===== src/rtl/if_stage_pkg.sv =====
// Shared pipeline types and constants for the IF and ID stages.
// Holds the IF/ID bundle layout and the NOP encoding.
package if_stage_pkg;

  localparam int XLEN = 32;

  localparam logic [XLEN-1:0] NOP_INSTR = 32'h0000_0000;

  localparam logic [XLEN-1:0] ALIGN_MASK = 32'h0000_0003;

  typedef struct packed {
    logic [XLEN-1:0] instr;
    logic [XLEN-1:0] pc4;
    logic            valid;
  } ifid_t;

endpackage


===== src/rtl/if_next_pc.sv =====
// Next-PC priority mux: branch, then jump, then hold, then PC+4.
// Redirect targets are word-aligned by clearing bits [1:0].
module if_next_pc
  import if_stage_pkg::*;
(
  input  logic [XLEN-1:0] pc_i,
  input  logic            hold_i,
  input  logic            br_i,
  input  logic [XLEN-1:0] br_tgt_i,
  input  logic            jmp_i,
  input  logic [XLEN-1:0] jmp_tgt_i,
  output logic [XLEN-1:0] pc_d_o,
  output logic            redirect_o
);

  // Select next PC; redirects override the hold request.
  always_comb begin
    pc_d_o     = pc_i + 32'd4;
    redirect_o = 1'b0;
    priority case (1'b1)
      br_i: begin
        pc_d_o     = br_tgt_i & ~ALIGN_MASK;
        redirect_o = 1'b1;
      end
      jmp_i: begin
        pc_d_o     = jmp_tgt_i & ~ALIGN_MASK;
        redirect_o = 1'b1;
      end
      hold_i: begin
        pc_d_o = pc_i;
      end
      default: begin
        pc_d_o = pc_i + 32'd4;
      end
    endcase
  end

endmodule


===== src/rtl/if_stage.sv =====
// Instruction-fetch stage: PC register, IF/ID register, redirect flush.
// Optional perf counters built when IF_PERF_CNT_EN is defined.
module if_stage
  import if_stage_pkg::*;
#(
  parameter logic [31:0] RESET_PC = 32'h0000_0000,
  parameter int          CNT_W    = 16
) (
  input  logic             clk,
  input  logic             rst_n,
  input  logic             PCwrite,
  input  logic             IFIDwrite,
  input  logic             ex_branch_taken,
  input  logic [31:0]      ex_branch_target,
  input  logic             id_jump,
  input  logic [31:0]      id_jump_target,
  input  logic [31:0]      imem_rdata,
  output logic [31:0]      imem_addr,
  output logic [31:0]      pc,
  output logic [31:0]      ifid_instr,
  output logic [31:0]      ifid_pc4,
  output logic             ifid_valid,
  output logic [CNT_W-1:0] stall_cnt,
  output logic [CNT_W-1:0] flush_cnt
);

  logic [XLEN-1:0] pc_q;
  logic [XLEN-1:0] pc_d;
  logic            redirect;
  ifid_t           ifid_q;
  ifid_t           ifid_d;

  if_next_pc u_next_pc (
    .pc_i      (pc_q),
    .hold_i    (PCwrite),
    .br_i      (ex_branch_taken),
    .br_tgt_i  (ex_branch_target),
    .jmp_i     (id_jump),
    .jmp_tgt_i (id_jump_target),
    .pc_d_o    (pc_d),
    .redirect_o(redirect)
  );

  // PC register; hold and redirect are already folded into pc_d.
  always_ff @(posedge clk or negedge rst_n) begin
    if (!rst_n) pc_q <= RESET_PC;
    else        pc_q <= pc_d;
  end

  // IF/ID next state: flush on redirect, else hold or load.
  always_comb begin
    ifid_d = ifid_q;
    if (redirect) begin
      ifid_d.instr = NOP_INSTR;
      ifid_d.pc4   = '0;
      ifid_d.valid = 1'b0;
    end else if (!IFIDwrite) begin
      ifid_d.instr = imem_rdata;
      ifid_d.pc4   = pc_q + 32'd4;
      ifid_d.valid = 1'b1;
    end
  end

  // IF/ID pipeline register.
  always_ff @(posedge clk or negedge rst_n) begin
    if (!rst_n) begin
      ifid_q.instr <= NOP_INSTR;
      ifid_q.pc4   <= '0;
      ifid_q.valid <= 1'b0;
    end else begin
      ifid_q <= ifid_d;
    end
  end

  assign imem_addr  = pc_q;
  assign pc         = pc_q;
  assign ifid_instr = ifid_q.instr;
  assign ifid_pc4   = ifid_q.pc4;
  assign ifid_valid = ifid_q.valid;

`ifdef IF_PERF_CNT_EN
  logic [CNT_W-1:0] stall_q;
  logic [CNT_W-1:0] flush_q;

  // Saturating stall and redirect counters, cleared only by reset.
  always_ff @(posedge clk or negedge rst_n) begin
    if (!rst_n) begin
      stall_q <= '0;
      flush_q <= '0;
    end else begin
      if (PCwrite && !redirect && stall_q != '1)
        stall_q <= stall_q + CNT_W'(1);
      if (redirect && flush_q != '1)
        flush_q <= flush_q + CNT_W'(1);
    end
  end

  assign stall_cnt = stall_q;
  assign flush_cnt = flush_q;
`else
  assign stall_cnt = '0;
  assign flush_cnt = '0;
`endif

endmodule


===== config.mk =====
export PLATFORM = sky130hd
export DESIGN_NAME = if_stage
export DESIGN_NICKNAME = d
export VERILOG_FILES = /design/src/rtl/if_stage_pkg.sv /design/src/rtl/if_next_pc.sv /design/src/rtl/if_stage.sv
export SDC_FILE = /design/constraint.sdc
export NUM_CORES = 1
export LEC_CHECK = 0
export ABC_AREA = 1
export BUFFER_PORTS_ARGS = -buffer_cell sky130_fd_sc_hd__buf_4
export CAP_MARGIN = 20
export CORE_MARGIN = 1
export CORE_UTILIZATION = 49
export CTS_CLUSTER_DIAMETER = 60
export DETAILED_ROUTE_END_ITERATION = 8
export PLACE_DENSITY = 0.91
export SLEW_MARGIN = 20
export SYNTH_ARGS = -nofsm -noshare
export SYNTH_HDL_FRONTEND = slang
export SYNTH_SLANG_ARGS = --single-unit

===== constraint.sdc =====
create_clock -name clk -period 3.29 [get_ports clk]
set_clock_uncertainty 0.05 [all_clocks]
set_input_delay 0.1645 -clock clk [delete_from_list [all_inputs] [get_ports clk]]
set_output_delay 0.1645 -clock clk [all_outputs]
set_load 0.1 [all_outputs]

=== Yosys cells after proc, flatten, opt, wreduce, memory -nomap -nowiden ===
Index checks and enable logic that the tools add are counted.

* Bits in registers: 97
* Output and inout port bits: 161

* Add/sub/neg operators: 1
* Eq/ne operators: 2
* Muxes and demuxes: 7

{| class="wikitable"
|+ Operators with widths
! operator !! count
|-
| 2-to-1 mux 65 bit || 2
|-
| 2-to-1 mux 32 bit || 3
|-
| adder 32 x 3 -> 32 bit, second input constant || 1
|-
| != test 3 x 1 -> 1 bit, second input constant || 1
|-
| 2-to-1 mux 1 bit || 2
|-
| != test 2 x 1 -> 1 bit, second input constant || 1
|}

=== Depth between registers and ports, before layout ===
* Depth in word-level cells: 4
* Mapped depth: 10
* Mapped depth without buffers: 10

=== Hierarchy ===
A second synthesis with hierarchy kept.

* Cells, all modules: 827
* Area, all modules: 6150.9 µm²

{| class="wikitable"
|+ By module, submodules not included
! module !! instances !! cells an instance !! area each (µm²)
|-
| if_stage || 1 || 486 || 4526.8
|-
| if_next_pc || 1 || 341 || 1624.1
|}

=== Least setup slack after synthesis ===
OpenSTA, ideal clock, no wires.

* Path kind: reg2reg
* From: reg pc_q[3] (netlist: imem_addr[3])
* To: reg pc_q[18] (netlist: imem_addr[18])
* Setup time: 0.075 ns
* Arrival time: 2.183 ns
* Required time: 3.165 ns
* Path slack: 0.983 ns
* Stages on the path, launching flop included: 9
* Buffers on the path: 0
* Cell sequence: dfrtp_1 -> ha_1 -> nand2_2 -> nor2_2 -> nand2_2 -> nor2_4 -> xor2_1 -> nand2_1 -> a21oi_2

* Cells in the longest elaborated chain, start to end: 4

{| class="wikitable"
|+ Ends and longest elaborated chain
! element !! RTL line !! source
|-
| from (decl) || if_stage.sv:27 || <nowiki>logic [XLEN-1:0] pc_q;</nowiki>
|-
| from (signal assigned) || if_stage.sv:47 || <nowiki>else pc_q <= pc_d;</nowiki>
|-
| adder 32 x 3 -> 32 bit || if_next_pc.sv:33 || <nowiki>pc_d_o = pc_i + 32'd4;</nowiki>
|-
| 2-to-1 mux 32 bit (3 in a row) || if_next_pc.sv:20 || <nowiki>priority case (1'b1)</nowiki>
|}

Every way passes these cells. The select of a mux whose other input is x is not followed.
A chain may end at the register's enable or synchronous reset.

=== Final worst setup path ===
* From: reg pc_q[3] (netlist: imem_addr[3])
* To: reg pc_q[12] (netlist: imem_addr[12])

The elaborated chain is that of the path after synthesis.

==> results.sh <==
export IMPL_status="finished, final reports clean"
export IMPL_drc_errors=0
export IMPL_use_met2=0.530
export IMPL_coreArea_um2=9910
export IMPL_cts_hold_buffers_added=33
export IMPL_seqPwrFrac=0.348
export IMPL_dieArea_um2=10700
export IMPL_fp_row_count=36
export IMPL_peakVddDrop_uv=305
export IMPL_fill_cells=709
export IMPL_insertion_delay_ps=360
export IMPL_reg2regPathDepth=8
export IMPL_finalCritPeriodShare=0.582
export IMPL_stdcell_count=949
export IMPL_grt_pass1_vias=5031
export IMPL_grt_overflow=0
export IMPL_p_per_area_nw_per_um2=547
export IMPL_crit_chain="ha_1 -> nand2_2 -> nor2_2 -> nand2_2 -> nor2_4 -> xor2_1 -> nand2_1 -> a21oi_1"
export IMPL_crit_top_cell="nand2_2"
export IMPL_post_cts_buffers=0
export IMPL_synthToLayoutAreaGrowth_pct=38.5
export IMPL_grt_pass1_wl_um=26000
export IMPL_drtIter0Drc=219
export IMPL_clockPowerShare=0.200
export IMPL_use_met3=0.0793
export IMPL_power_total_mw=3.83
export IMPL_worstHoldStart="id_jump_target[10]"
export IMPL_grt_max_degree=91
export IMPL_ys_seq_area_frac=0.460
export IMPL_start_util=0.511
export IMPL_critPathTopFamily="simple AND/OR/NAND/NOR gates"
export IMPL_ioPinCount=263
export IMPL_die_w_um=104
export IMPL_critical_path_peak_fanout=6
export IMPL_cts_repair_resized=0
export IMPL_arrival_ps=2150
export IMPL_slew_headroom=0.466
export IMPL_p_int_mw=1.94
export IMPL_grt_util_met1=0.354
export IMPL_fin_crit_ps=1910
export IMPL_port_buffers=220
export IMPL_grt_antenna_before_repair=0
export IMPL_min_path_type="input port to flip-flop"
export IMPL_reg2reg_to="imem_addr[12]$_DFFE_PN0P_"
export IMPL_grt_busiest_layer="met2"
export IMPL_tightest_slew_ps=801
export IMPL_hold_viol_final=0
export IMPL_hpwl_um=11100
export IMPL_postRouteAntennaNets=0
export IMPL_power_frac_comb=0.452
export IMPL_htree_num_levels=3
export IMPL_critPathKind="flip-flop to flip-flop"
export IMPL_ys_warn_count=0
export IMPL_cts_buffers=9
export IMPL_drive_gt1_frac=0.326
export IMPL_diodes=0
export IMPL_slew_viol_final=0
export IMPL_hold_slack_ps=14.7
export IMPL_die_h_um=104
export IMPL_nNetsFinal=915
export IMPL_wl_per_cell_um=17.4
export IMPL_fmax_ghz=0.523
export IMPL_postSynthAreaPerCell_um2=8.48
export IMPL_cp_start_kind="flip-flop"
export IMPL_rrSetupSlack_ps=1380
export IMPL_cts_path_max_buffers=2
export IMPL_avgViaCountPerCell=5.28
export IMPL_synth_cells=597
export IMPL_worst_setup_path_end_kind="flip-flop"
export IMPL_root_buffer="clkbuf_8"
export IMPL_cp_slowest_stage_delay_ps=480
export IMPL_p_leak_nw=3.54
export IMPL_vias=5013
export IMPL_critical_path_required_ps=3530
export IMPL_r2r_start="imem_addr[3]$_DFFE_PN0P_"
export IMPL_switchingPower_mw=1.90
export IMPL_netSwitchingFraction=0.495
export IMPL_place_congestion=0.936
export IMPL_placed_cells=900
export IMPL_hold_end="imem_addr[10]$_DFFE_PN0P_"
export IMPL_synth_seq_cells=93
export IMPL_globalRouteTotalUtil=0.308
export IMPL_cts_clk_slew_worst_paths_ps=90
export IMPL_maxCapViolCount=0
export IMPL_dr_pass1_iters=6
export IMPL_whs_path_depth=3
export IMPL_synth_cell_types=30
export IMPL_cts_tree="yes"
export IMPL_rsz0062_at_grt="no"
export IMPL_clock_sinks=93
export IMPL_crit_slowest_cell="dfrtp_1"
export IMPL_netlist_area_um2=5060
export IMPL_wl_um=16500
export IMPL_path_buf_inv=0
export IMPL_tns_ps=0
export IMPL_finalSetupViolations=0
[stage by stage]
stage / setup slack (ps) / cell area (µm²) / utilization
after CTS: 1420 / 6990 / 0.706
after global routing: 1270 / 7010 / 0.707
after global placement: 1260 / 6470 / 0.653
final: 1380 / 7010 / 0.707
after floorplan: 983 / 5200 / -
after detailed placement: 1410 / 6470 / 0.653
[metal layers]
metal | share of wire | wire, µm
met3 | 0.085 | 1410
met5 | 0 | 0
met2 | 0.51 | 8380
met1 | 0.37 | 6160
met4 | 0.033 | 538
[kinds of logic after synthesis]
logic type,after synthesis,share of synthesized area
AND/OR/NAND/NOR,241,0.203
AO/OA/AOI/OAI,125,0.169
buffers and inverters,125,0.146
flip-flops,93,0.460
XOR/XNOR,11,0.0190
adder cells (fa/ha/maj),1,0.00247
other,1,0.000741
[power groups by stage]
stage / Clock, mW / Sequential [mW] / Combinational, mW
final: 0.766 / 1.33 / 1.73
after global placement: 0 / 1.35 / 1.67
after global routing: 0.821 / 1.35 / 1.78
after CTS: 0.770 / 1.33 / 1.73
after floorplan: 0 / 1.90 / 0.830
after detailed placement: 0 / 1.35 / 1.69
[worst max path at each step]
stage | start | to | slack (ps) | cells past startpoint
2_1_floorplan | imem_addr[3]$_DFFE_PN0P_ | imem_addr[18]$_DFFE_PN0P_ | 980 | 8
3_3_place_gp | ex_branch_taken | ifid_pc4[2]$_DFFE_PN0P_ | 1260 | 6
4_1_cts | imem_addr[3]$_DFFE_PN0P_ | ifid_pc4[18]$_DFFE_PN0P_ | 1420 | 8
6_report | imem_addr[3]$_DFFE_PN0P_ | imem_addr[12]$_DFFE_PN0P_ | 1380 | 8
3_5_place_dp | ex_branch_taken | imem_addr[16]$_DFFE_PN0P_ | 1410 | 5
5_1_grt | imem_addr[3]$_DFFE_PN0P_ | imem_addr[12]$_DFFE_PN0P_ | 1270 | 8
[flip-flops by register name, indices dropped and copies added (netlist names)]
signal,flops
ifid_instr,32
ifid_pc4,30
ifid_valid,1
imem_addr,30
[worst reg2reg max path, delay by kind of cell (launching register included)]
family	cells	cell delay [ps]
AND/OR/NAND/NOR	5	700
adder cells (fa/ha/maj)	1	260
flip-flops	1	480
XOR/XNOR	1	180
AO/OA/AOI/OAI	1	170
[cell usage after synthesis]
master	count	area, µm²
a32oi_1	2	17.5
a31oi_1	5	31.3
buf_4	69	518
inv_1	29	109
dfrtp_1	93	2330
ha_1	1	12.5
o21ai_1	11	55.1
nor2_2	7	43.8
nor2_4	5	56.3
nand3b_1	2	15.0
nand2_2	6	37.5
nand2_4	1	11.3
xnor2_1	4	35.0
clkinv_1	1	3.75
clkbuf_1	15	56.3
nand2_1	134	503
a221oi_1	23	201
inv_2	2	7.51
nand3_1	22	110
o21ai_2	1	8.76
a21oi_2	1	8.76
a22o_1	32	280
a21oi_1	26	130
xor2_1	7	61.3
o21ai_0	23	115
nor2_1	61	229
and2_1	3	18.8
conb_1	1	3.75
buf_2	9	45.0
a22oi_1	1	7.51
[layout make-up]
| class | count | area [µm²] | area share |
|---|---|---|---|
| Sequential cell | 93 | 2330 | 0.332 |
| Multi-Input combinational cell | 416 | 2150 | 0.307 |
| Tap cell | 133 | 166 | 0.0238 |
| Clock buffer | 11 | 141 | 0.0202 |
| Clock inverter | 4 | 48.8 | 0.00696 |
| Timing Repair Buffer | 260 | 2050 | 0.293 |
| Inverter | 32 | 120 | 0.0171 |
[cell usage in the layout (no fill, tap or decap), drive strengths merged]
master         n
a32oi          2
buf          226
dlygate4sd3   34
bufinv         1
nand3         22
xor2           7
o21ai         35
dfrtp         93
ha             1
and2           3
a221oi        23
a22o          32
clkinv         4
a22oi          1
xnor2          4
nand2        141
a21oi         27
inv           31
nand3b         2
nor2          73
clkbuf        11
a31oi          5
conb          38
Power figures use the tool's default switching activity.
